## config.mk

```make
export PLATFORM = sky130hd
export DESIGN_NAME = scytale_encryption
export DESIGN_NICKNAME = d
export VERILOG_FILES = /design/src/rtl/scytale_encryption_pkg.sv /design/src/rtl/scytale_encryption_index_gen.sv /design/src/rtl/scytale_encryption.sv
export SDC_FILE = /design/constraint.sdc
export NUM_CORES = 1
export LEC_CHECK = 0
export ABC_AREA = 1
export BUFFER_PORTS_ARGS = -buffer_cell sky130_fd_sc_hd__buf_2
export CAP_MARGIN = 20
export CORE_MARGIN = 1
export CORE_UTILIZATION = 45
export DETAILED_ROUTE_END_ITERATION = 16
export PLACE_DENSITY = 0.65
export SETUP_SLACK_MARGIN = 0.3
export SYNTH_ARGS = -nofsm -noshare
export SYNTH_HDL_FRONTEND = slang
export SYNTH_SLANG_ARGS = --single-unit
export TNS_END_PERCENT = 20
```

## constraint.sdc

```tcl
create_clock -name clk_sys -period 2.98 [get_ports clk_sys]
set_input_delay 0.447 -clock clk_sys [delete_from_list [all_inputs] [get_ports clk_sys]]
set_output_delay 0.447 -clock clk_sys [all_outputs]
set_load 0.05 [all_outputs]
```

## src/rtl/scytale_encryption_pkg.sv

```systemverilog
// Shared Scytale definitions: start token, pad byte and the COLLECT/EMIT/DONE state encoding.
package scytale_encryption_pkg;

  localparam logic [7:0] SCYTALE_START_TOKEN = 8'hFA;
  localparam logic [7:0] SCYTALE_PAD_BYTE    = 8'h00;

  typedef enum logic [1:0] {
    ST_COLLECT = 2'd0,
    ST_EMIT    = 2'd1,
    ST_DONE    = 2'd2
  } scytale_state_e;

endpackage

```

## src/rtl/scytale_encryption_index_gen.sv

```systemverilog
// Column-major read index generator: row/column counters, strided address, last-element flag.
module scytale_index_gen #(
  parameter int unsigned KEY_WIDTH = 8,
  parameter int unsigned AW        = 6
) (
  input  logic                 clk_sys,
  input  logic                 rst_n,
  input  logic                 clear_i,
  input  logic                 step_i,
  input  logic [KEY_WIDTH-1:0] n_i,
  input  logic [KEY_WIDTH-1:0] m_i,
  output logic [AW-1:0]        addr_o,
  output logic                 last_c_o
);

  logic [KEY_WIDTH-1:0] r_q, r_d;
  logic [KEY_WIDTH-1:0] c_q, c_d;
  logic [AW-1:0]        addr_q, addr_d;
  logic                 row_wrap_c;

  assign row_wrap_c = (r_q == (m_i - KEY_WIDTH'(1)));
  assign last_c_o   = row_wrap_c && (c_q == (n_i - KEY_WIDTH'(1)));
  assign addr_o     = addr_q;

  // Stride by N down a column; on row wrap jump to the top of the next column.
  always_comb begin
    r_d    = r_q;
    c_d    = c_q;
    addr_d = addr_q;
    if (clear_i) begin
      r_d    = '0;
      c_d    = '0;
      addr_d = '0;
    end else if (step_i && !last_c_o) begin
      if (row_wrap_c) begin
        r_d    = '0;
        c_d    = c_q + KEY_WIDTH'(1);
        addr_d = AW'(c_q + KEY_WIDTH'(1));
      end else begin
        r_d    = r_q + KEY_WIDTH'(1);
        addr_d = addr_q + AW'(n_i);
      end
    end
  end

  always_ff @(posedge clk_sys or negedge rst_n) begin
    if (!rst_n) begin
      r_q    <= '0;
      c_q    <= '0;
      addr_q <= '0;
    end else begin
      r_q    <= r_d;
      c_q    <= c_d;
      addr_q <= addr_d;
    end
  end

endmodule

```

## src/rtl/scytale_encryption.sv

```systemverilog
// Scytale cipher encoder: buffers plaintext until the start token, then emits column-major ciphertext.
// Optional SCYTALE_ENC_PAD_EN: short messages are zero-padded instead of rejected.
module scytale_encryption
  import scytale_encryption_pkg::*;
#(
  parameter int unsigned        D_WIDTH                = 8,
  parameter int unsigned        KEY_WIDTH              = 8,
  parameter int unsigned        MAX_NOF_CHARS          = 50,
  parameter logic [D_WIDTH-1:0] START_ENCRYPTION_TOKEN = D_WIDTH'(SCYTALE_START_TOKEN)
) (
  input  logic                 clk_sys,
  input  logic                 rst_n,
  input  logic [D_WIDTH-1:0]   data_i,
  input  logic                 valid_i,
  input  logic [KEY_WIDTH-1:0] key_N,
  input  logic [KEY_WIDTH-1:0] key_M,
  output logic [D_WIDTH-1:0]   data_o,
  output logic                 valid_o,
  output logic                 busy
);

  localparam int unsigned AW = $clog2(MAX_NOF_CHARS);
  localparam int unsigned CW = $clog2(MAX_NOF_CHARS + 1);
  localparam int unsigned PW = 2 * KEY_WIDTH;

  scytale_state_e       state_q, state_d;
  logic [CW-1:0]        wr_cnt_q, wr_cnt_d;
  logic [KEY_WIDTH-1:0] n_q, n_d, m_q, m_d;
  logic [D_WIDTH-1:0]   data_q, data_d;
  logic                 valid_q, valid_d;
  logic                 busy_q, busy_d;
  logic [D_WIDTH-1:0]   buf_q [MAX_NOF_CHARS];

  logic                 wr_en_c, step_c, clear_c, last_c, reject_c, len_bad_c;
  logic [AW-1:0]        rd_addr;
  logic [PW-1:0]        len_c;
  logic [D_WIDTH-1:0]   rd_data_c;

  scytale_index_gen #(
    .KEY_WIDTH (KEY_WIDTH),
    .AW        (AW)
  ) u_index_gen (
    .clk_sys  (clk_sys),
    .rst_n    (rst_n),
    .clear_i  (clear_c),
    .step_i   (step_c),
    .n_i      (n_q),
    .m_i      (m_q),
    .addr_o   (rd_addr),
    .last_c_o (last_c)
  );

  assign len_c = PW'(key_N) * PW'(key_M);

  // Length policy and read data depend on whether short messages are padded.
  always_comb begin
`ifdef SCYTALE_ENC_PAD_EN
    len_bad_c = PW'(wr_cnt_q) > len_c;
    rd_data_c = (CW'(rd_addr) < wr_cnt_q) ? buf_q[rd_addr] : D_WIDTH'(SCYTALE_PAD_BYTE);
`else
    len_bad_c = PW'(wr_cnt_q) != len_c;
    rd_data_c = buf_q[rd_addr];
`endif
  end

  assign reject_c = (key_N == '0) || (key_M == '0) ||
                    (len_c > PW'(MAX_NOF_CHARS)) || len_bad_c;

  always_comb begin
    state_d  = state_q;
    wr_cnt_d = wr_cnt_q;
    n_d      = n_q;
    m_d      = m_q;
    data_d   = data_q;
    valid_d  = 1'b0;
    busy_d   = 1'b0;
    wr_en_c  = 1'b0;
    step_c   = 1'b0;
    clear_c  = 1'b0;
    unique case (state_q)
      ST_COLLECT: begin
        if (valid_i) begin
          if (data_i == START_ENCRYPTION_TOKEN) begin
            n_d     = key_N;
            m_d     = key_M;
            busy_d  = 1'b1;
            state_d = reject_c ? ST_DONE : ST_EMIT;
          end else if (wr_cnt_q != CW'(MAX_NOF_CHARS)) begin
            wr_en_c  = 1'b1;
            wr_cnt_d = wr_cnt_q + CW'(1);
          end
        end
      end
      ST_EMIT: begin
        valid_d = 1'b1;
        busy_d  = 1'b1;
        data_d  = rd_data_c;
        step_c  = 1'b1;
        if (last_c) state_d = ST_DONE;
      end
      ST_DONE: begin
        clear_c  = 1'b1;
        wr_cnt_d = '0;
        state_d  = ST_COLLECT;
      end
      default: state_d = ST_COLLECT;
    endcase
  end

  always_ff @(posedge clk_sys or negedge rst_n) begin
    if (!rst_n) begin
      state_q  <= ST_COLLECT;
      wr_cnt_q <= '0;
      n_q      <= '0;
      m_q      <= '0;
      data_q   <= '0;
      valid_q  <= 1'b0;
      busy_q   <= 1'b0;
    end else begin
      state_q  <= state_d;
      wr_cnt_q <= wr_cnt_d;
      n_q      <= n_d;
      m_q      <= m_d;
      data_q   <= data_d;
      valid_q  <= valid_d;
      busy_q   <= busy_d;
    end
  end

  // Message storage needs no reset; contents are only read after being written.
  always_ff @(posedge clk_sys) begin
    if (wr_en_c) buf_q[AW'(wr_cnt_q)] <= data_i;
  end

  assign data_o  = data_q;
  assign valid_o = valid_q;
  assign busy    = busy_q;

endmodule

```

# Yosys cells after proc, flatten, opt, wreduce, memory -nomap -nowiden
# Memory sizes are Yosys's and may differ from the RTL's. A register that Yosys moved wholly into a read port is not among the register bits.
# Cells that the tools add are included.
[totals] register_bits=48 latch_bits=0 ram_bits=400 romBits=0 input_bits=27 output_inout_bits=10 elab_cells=76 n_memories=1
[mem_list] name="buf_q" depth=50 width=8 rd=1 rd_clocked_by_memory_dff=1 write_ports=1 line_no="scytale_encryption.sv:32" rtl="logic [D_WIDTH-1:0] buf_q [MAX_NOF_CHARS];"
[classes] addsub=6 multipliers=1 div_mod_pow=0 order_cmp=1 eq_ne=12 n_shift=0 n_mux=29 n_bitwise=0 n_reduce_logical=17
[op_table] cell="8-bit 2-to-1 mux" n=6
[op_table] cell="6-bit 2-to-1 mux" n=6
[op_table] cell="8-bit by 1-bit adder with 8-bit output (second input constant)" n=2
[op_table] cell="8-bit equality test" n=2
[op_table] cell="16-bit by 6-bit > comparator with 1-bit output (second input constant)" n=1
[op_table] cell="8-bit logical NOT" n=2
[op_table] cell="8-bit by 8-bit multiplier with 16-bit output" n=1
[op_table] cell="6-bit by 16-bit inequality test with 1-bit output" n=1
[op_table] cell="8-bit by 1-bit subtractor with 8-bit output (second input constant)" n=2
[op_table] cell="6-bit case mux with 2 select lines" n=1
[op_table] cell="1-bit 2-to-1 mux" n=10
[op_table] cell="8-bit equality test (second input constant)" n=1
[op_table] cell="2-bit 2-to-1 mux" n=4
[op_table] cell="2-bit inequality test (second input constant)" n=4
[op_table] cell="6-bit by 1-bit adder with 6-bit output (second input constant)" n=1
[op_table] cell="6-bit adder" n=1
[op_table] cell="6-bit inequality test (second input constant)" n=1
[op_table] cell="3-bit AND reduction" n=2
[op_table] cell="2-bit nonzero test" n=3
[op_table] cell="2-bit case mux with 2 select lines" n=1
[op_table] cell="4-bit AND reduction" n=1
[op_table] cell="1-bit logical OR" n=3
[op_table] cell="2-bit by 1-bit equality test with 1-bit output (second input constant)" n=1
[op_table] cell="2-bit equality test (second input constant)" n=1
[op_table] cell="other kinds (6)" n=8

# Longest topological paths before layout
[depth] ltp_word=8 ltp_mapped=24 ltp_nobuf=23

# Modules after synthesis
# Synthesis repeated with hierarchy kept, for this count alone.
[unflattened] hier_cells=2191 area_unflattened_um2=22414.0
[by_module_without_submodules] module="scytale_encryption" n_inst=1 cells_each=1819 area_each_um2=20094.3 seq_area_each_um2=12862.3
[by_module_without_submodules] module="scytale_index_gen" n_inst=1 cells_each=372 area_each_um2=2319.7 seq_area_each_um2=550.5

# Least setup slack after synthesis
# Ideal clock, no wire load.
[synth_timing] path_kind="in2reg" startpoint="in key_M[2]" endpoint="reg state_q[1]" setup_ps=117 arrival_ps=4123 setup_slack_ps=-1260 stages=20 path_buffers=1 cell_sequence="clkbuf_1 > nand2_1 > fa_1 > fa_1 > inv_1 > fa_1 > inv_1 > fa_1 > inv_1 > ha_1 > a21oi_1 > nor2_1 > nor2_1 > nand2_1 > xor2_1 > nand2_1 > nor2_1 > nand4_1 > nand2_1 > nor2_1"
[synth_via] elab_chain_len=8 word_cells_on_any_way=11 cone_classes="1 x mul; 1 x order compare; 1 x eq/ne; 4 x mux; 4 x reduce/logical"
[synth_rtl] item="start, declared" line_no="scytale_encryption.sv:16" rtl="input logic [KEY_WIDTH-1:0] key_M,"
[synth_rtl] item="8-bit by 8-bit multiplier with 16-bit output or 8-bit logical NOT (tied branches)" line_no="scytale_encryption.sv:53, scytale_encryption.sv:66"
[synth_rtl] item="16-bit by 6-bit > comparator with 1-bit output or 1-bit logical OR (tied branches)" line_no="scytale_encryption.sv:67, scytale_encryption.sv:66"
[synth_rtl] item="1-bit logical OR" line_no="scytale_encryption.sv:66" rtl="assign reject_c = (key_N == '0) || (key_M == '0) ||"
[synth_rtl] item="1-bit logical OR (*)" line_no="scytale_encryption.sv:67" rtl="(len_c > PW'(MAX_NOF_CHARS)) || len_bad_c;"
[synth_rtl] item="2-bit 2-to-1 mux (*)" line_no="scytale_encryption.sv:87" rtl="state_d = reject_c ? ST_DONE : ST_EMIT;"
[synth_rtl] item="2-bit 2-to-1 mux (*)" line_no="scytale_encryption.sv:83" rtl="if (data_i == START_ENCRYPTION_TOKEN) begin"
[synth_rtl] item="2-bit 2-to-1 mux (*)" line_no="scytale_encryption.sv:82" rtl="if (valid_i) begin"
[synth_rtl] item="2-bit case mux with 2 select lines (*)" line_no="scytale_encryption.sv:80" rtl="unique case (state_q)"
[synth_rtl] item="end signal, assigned" line_no="scytale_encryption.sv:120" rtl="state_q <= state_d;"
[synth_rtl] item="end, declared" line_no="scytale_encryption.sv:26" rtl="scytale_state_e state_q, state_d;"
# Mark *: on every way between the ends. The rest lies on a longest branch, timed or not. The select of a mux whose other input is x is not followed.
# A chain may end at the register's enable or synchronous reset.

# Worst setup path after layout
[layout_timing] startpoint="in key_M[4]" endpoint="reg state_q[1]"
# The elaborated chain is that of the path after synthesis.

==> summary.md <==
| Metric | Value |
|---|---|
| Clock transition at path regs | `0.06 ns` |
| Largest net degree at the start of global routing | `99` |
| Synth area leader | `edfxtp_1` |
| Worst setup margin | `-0.559 ns` |
| Status | `finished with violations` |
| DR WL met3 | `3190 um` |
| Max Fanout on Critical Path | `6` |
| Worst Setup End Kind | `flop` |
| R2r worst-path depth | `8` |
| Clk sinks | `456` |
| Pwr Density | `817 mW/mm^2` |
| Final Hold Viols | `0` |
| Post-Synthesis Cells | `2018` |
| Clock Tree Root | `clkbuf_16` |
| FF+latch count, synth | `456` |
| TritonCTS Buffers | `47` |
| GPL Wtd Cong | `0.872` |
| M1 WL | `22900 um` |
| Async SR Flop Fraction | `12.3%` |
| HP Class | `primary input to flop` |
| Initial antenna violation count | `2` |
| Worst path bufs/invs | `5` |
| Yosys top cell area share | `55.2%` |
| Max VDD drop | `0.000452 V` |
| Family with the most delay on the worst path | `adder cells` |
| Clock Latency Late Sink | `0.60 ns` |
| # rows | `80` |
| Clock Path Buffers | `3` |
| Critical path data arrival time | `3.99 ns` |
| Crit Path Category | `primary input to flop` |
| Post-synthesis mux area share | `0.506%` |
| Avg Cell Area, Syn | `10.8 sq um` |
| Synth area leaders | `edfxtp_1 (55%), dfrtp_1 (6.4%), nor2_1 (6.3%)` |
| Commonest non-fill, non-tap cell in the layout | `edfxtp_1` |
| GR Overflow Total | `0` |
| Fmax | `0.283 GHz` |
| CP required | `3.44 ns` |
| Final min period | `3.54 ns` |
| Final Max Slew Viols | `0` |
| Nets | `2200` |
| DP HPWL | `34000 um` |
| Post-Syn Area | `0.0217 sq mm` |
| First-pass GRT wire length | `84600 um` |
| Number of synthesized flops with an enable pin | `400` |
| Synth Warn # | `0` |
| Sink of the worst hold path | `state_q[0]` |
| Min Hold Slack | `0.240 ns` |
| Total wire length | `53700 um` |
| Hold Crit Depth | `3` |
| Met2 WL post-DR | `26400 um` |
| Vias in the first global route | `14900` |
| Ratio of cells with drive above 1 in the final layout | `14.8%` |
| RR Startpoint | `wr_cnt_q[0]` |
| Synth Area in Compound Gates | `10.1%` |
| Distinct cells, synth | `47` |
| Via count | `15200` |
| Skew final | `0.0335 ns` |
| H-tree levels | `2` |
| GR Util All Layers | `22.2%` |
| Placeable Area | `0.0477 sq mm` |
| Simple-gate share of the synthesized area | `15.2%` |
| Reg2Reg Setup Slack | `0.29 ns` |
| Tightest Pin Transition | `0.884 ns` |
| Avg WL per Cell | `19.6 um` |
| Port buffer count | `36` |
| Max_cap viols | `0` |
| Die width | `222 um` |
| Rel. slew slack | `41.0%` |
| Post-Synth Adder-Cell Area | `6.11%` |
| Ant diodes | `0` |
| Fraction of synthesized cell area in xor and xnor cells | `1.29%` |
| Iter 0 DRT Violations | `1279` |
| Violated checks | `negative setup slack` |
| Final worst-path cycle share | `119%` |
| Post-synth top flop | `edfxtp_1` |
| Crit-path cells | `buf_8 -> buf_6 -> nand2_2 -> inv_2 -> fa_1 -> fa_1 -> fa_1 -> inv_1 -> fa_1 -> inv_2 -> ha_4 -> nand2_2 -> nor2_2 -> nand2_1 -> nand2_2 -> nand2_2 -> nand3_2 -> nand3_2 -> nor2_1 -> nand4_1 -> nand2_1 -> nor2_1` |
| Commonest non-fill, non-tap cells in the layout | `edfxtp_1 (400), nor2_1 (312), nand2_1 (249)` |
| Vias per inst | `5.55` |
| Die ar. | `0.0492 sq mm` |
| DP Cell Count | `2653` |
| Final-report setup violation count | `2` |
| Seq/Total Area, Yosys | `61.7%` |
| Filler-free cell count of the finished design | `2740` |
| CP max stage delay | `0.55 ns` |
| Syn Nets | `2129` |
| Highest routed layer | `met5` |
| Worst r2r dst | `buf_q[9][6]` |
| Boundary Pins | `37` |
| CTS tree | `yes` |
| RSZ-0062 raised after global routing | `yes` |
| Min-delay src | `valid_i` |
| Initial DRT Pass Iterations | `5` |
| Die Y | `222 um` |
| CP max stage cell | `fa_1` |
| Largest family of logic cells by synthesized area | `simple AND/OR/NAND/NOR gates` |
| Synthesis-to-layout area growth | `14.3%` |
| Antenna-violating nets left | `0` |
| Drc violations | `0` |
| Initial core utilization | `45.6%` |
| Leak | `9.59 nW` |
| CP startpoint kind | `primary input` |
flip-flops by register name, summed over array words and instances (netlist names):
signal,cells
n_q,8
m_q,8
valid_o,1
u_index_gen.addr_o,6
buf_q,400
u_index_gen.c_q,8
data_o,8
busy,1
u_index_gen.r_q,8
state_q,2
wr_cnt_q,6
report_power, final:
part           total [mW]  switching, mW  leakage (nW)  internal, mW
logic                7.23           4.77          4.56          2.46
clock network        5.63           2.44         0.712          3.19
registers            7.46          0.212          4.32          7.25
per-stage QoR:
stage / setup TNS, ns / worst slack, ns / area, sq um / utilization (%) / power, mW
floorplan: -1.83 / -0.925 / 21900 / - / 12.1
global placement: -2.28 / -1.16 / 23100 / 48.4 / 14.4
detailed placement: -2.37 / -1.19 / 23100 / 48.4 / 14.5
CTS: -1.08 / -0.543 / 24700 / 51.7 / 20.2
global route: -1.44 / -0.720 / 24900 / 52.1 / 21.4
finish: -1.11 / -0.559 / 24900 / 52.1 / 20.3
final cells by class:
type                            instances  area [sq um]
Clock buffer                           65          1270
Multi-Input combinational cell       1283          7520
Sequential cell                       456         13400
Timing Repair Buffer                  133          1050
Clock inverter                         20           189
Tap cell                              615           769
Inverter                              168           633
Fill cell                            4067         22900
Yosys cell counts (all sizes together), types with 3 or more instances:
library cell  number
nand2            262
nand4             14
o221ai            54
xor2              19
o21ai            214
nand3b             3
dfrtp             56
a21oi             36
xnor2             13
clkbuf            73
buf               38
nand3            127
nor2             365
o22ai             14
inv              164
mux2               8
edfxtp           400
clkinv             4
fa                37
nor3              12
o211ai            37
or2                9
ha                47
timing repair:
action | in CTS | in global routing
hold endpoints to repair | 33 | 0
cloned | 0 | 0
pin swaps | 23 | 17
hold buffers | 1 | 0
setup buffers | 1 | 0
gates resized for setup | 38 | 54
setup endpoints to repair | 103 | 318
logic make-up (layout without fill, tap and decap cells):
group / after synthesis / count (layout)
and+or+nand+nor: 792 / 792
DFF: 456 / 456
AOI/OAI and AO/OA: 365 / 365
buffers and inverters: 279 / 386
adders and majority gates: 84 / 84
xor gates and xnor gates: 32 / 32
muxes: 10 / 10
routing by layer:
layer | global-route usage [%] | up-vias
met1 | 29.8 | 7503
li1 | - | 7159
met3 | 3.58 | 75
met5 | 0 | -
met4 | 6.36 | 2
met2 | 37.2 | 458
worst register-to-register path, cell delays in order (launching register included):
cell	delay, ns
dfrtp_1	0.46
clkinv_1	0.13
ha_1	0.22
nand3_1	0.10
nand2_1	0.09
nor3_2	0.17
buf_4	0.18
nand4_1	0.36
nor2_2	0.63
how the worst max path moves through the flow:
stage / end / slack (ns) / depth (start not counted) / from
6_report: state_q[1] / -0.56 / 22 / key_M[4]
5_1_grt: state_q[1] / -0.72 / 20 / key_M[2]
4_1_cts: state_q[1] / -0.54 / 22 / key_M[4]
3_5_place_dp: state_q[1] / -1.19 / 22 / key_M[3]
3_3_place_gp: state_q[1] / -1.16 / 20 / key_N[3]
2_1_floorplan: state_q[1] / -0.92 / 22 / key_N[4]
Power figures use the tool's default switching activity.
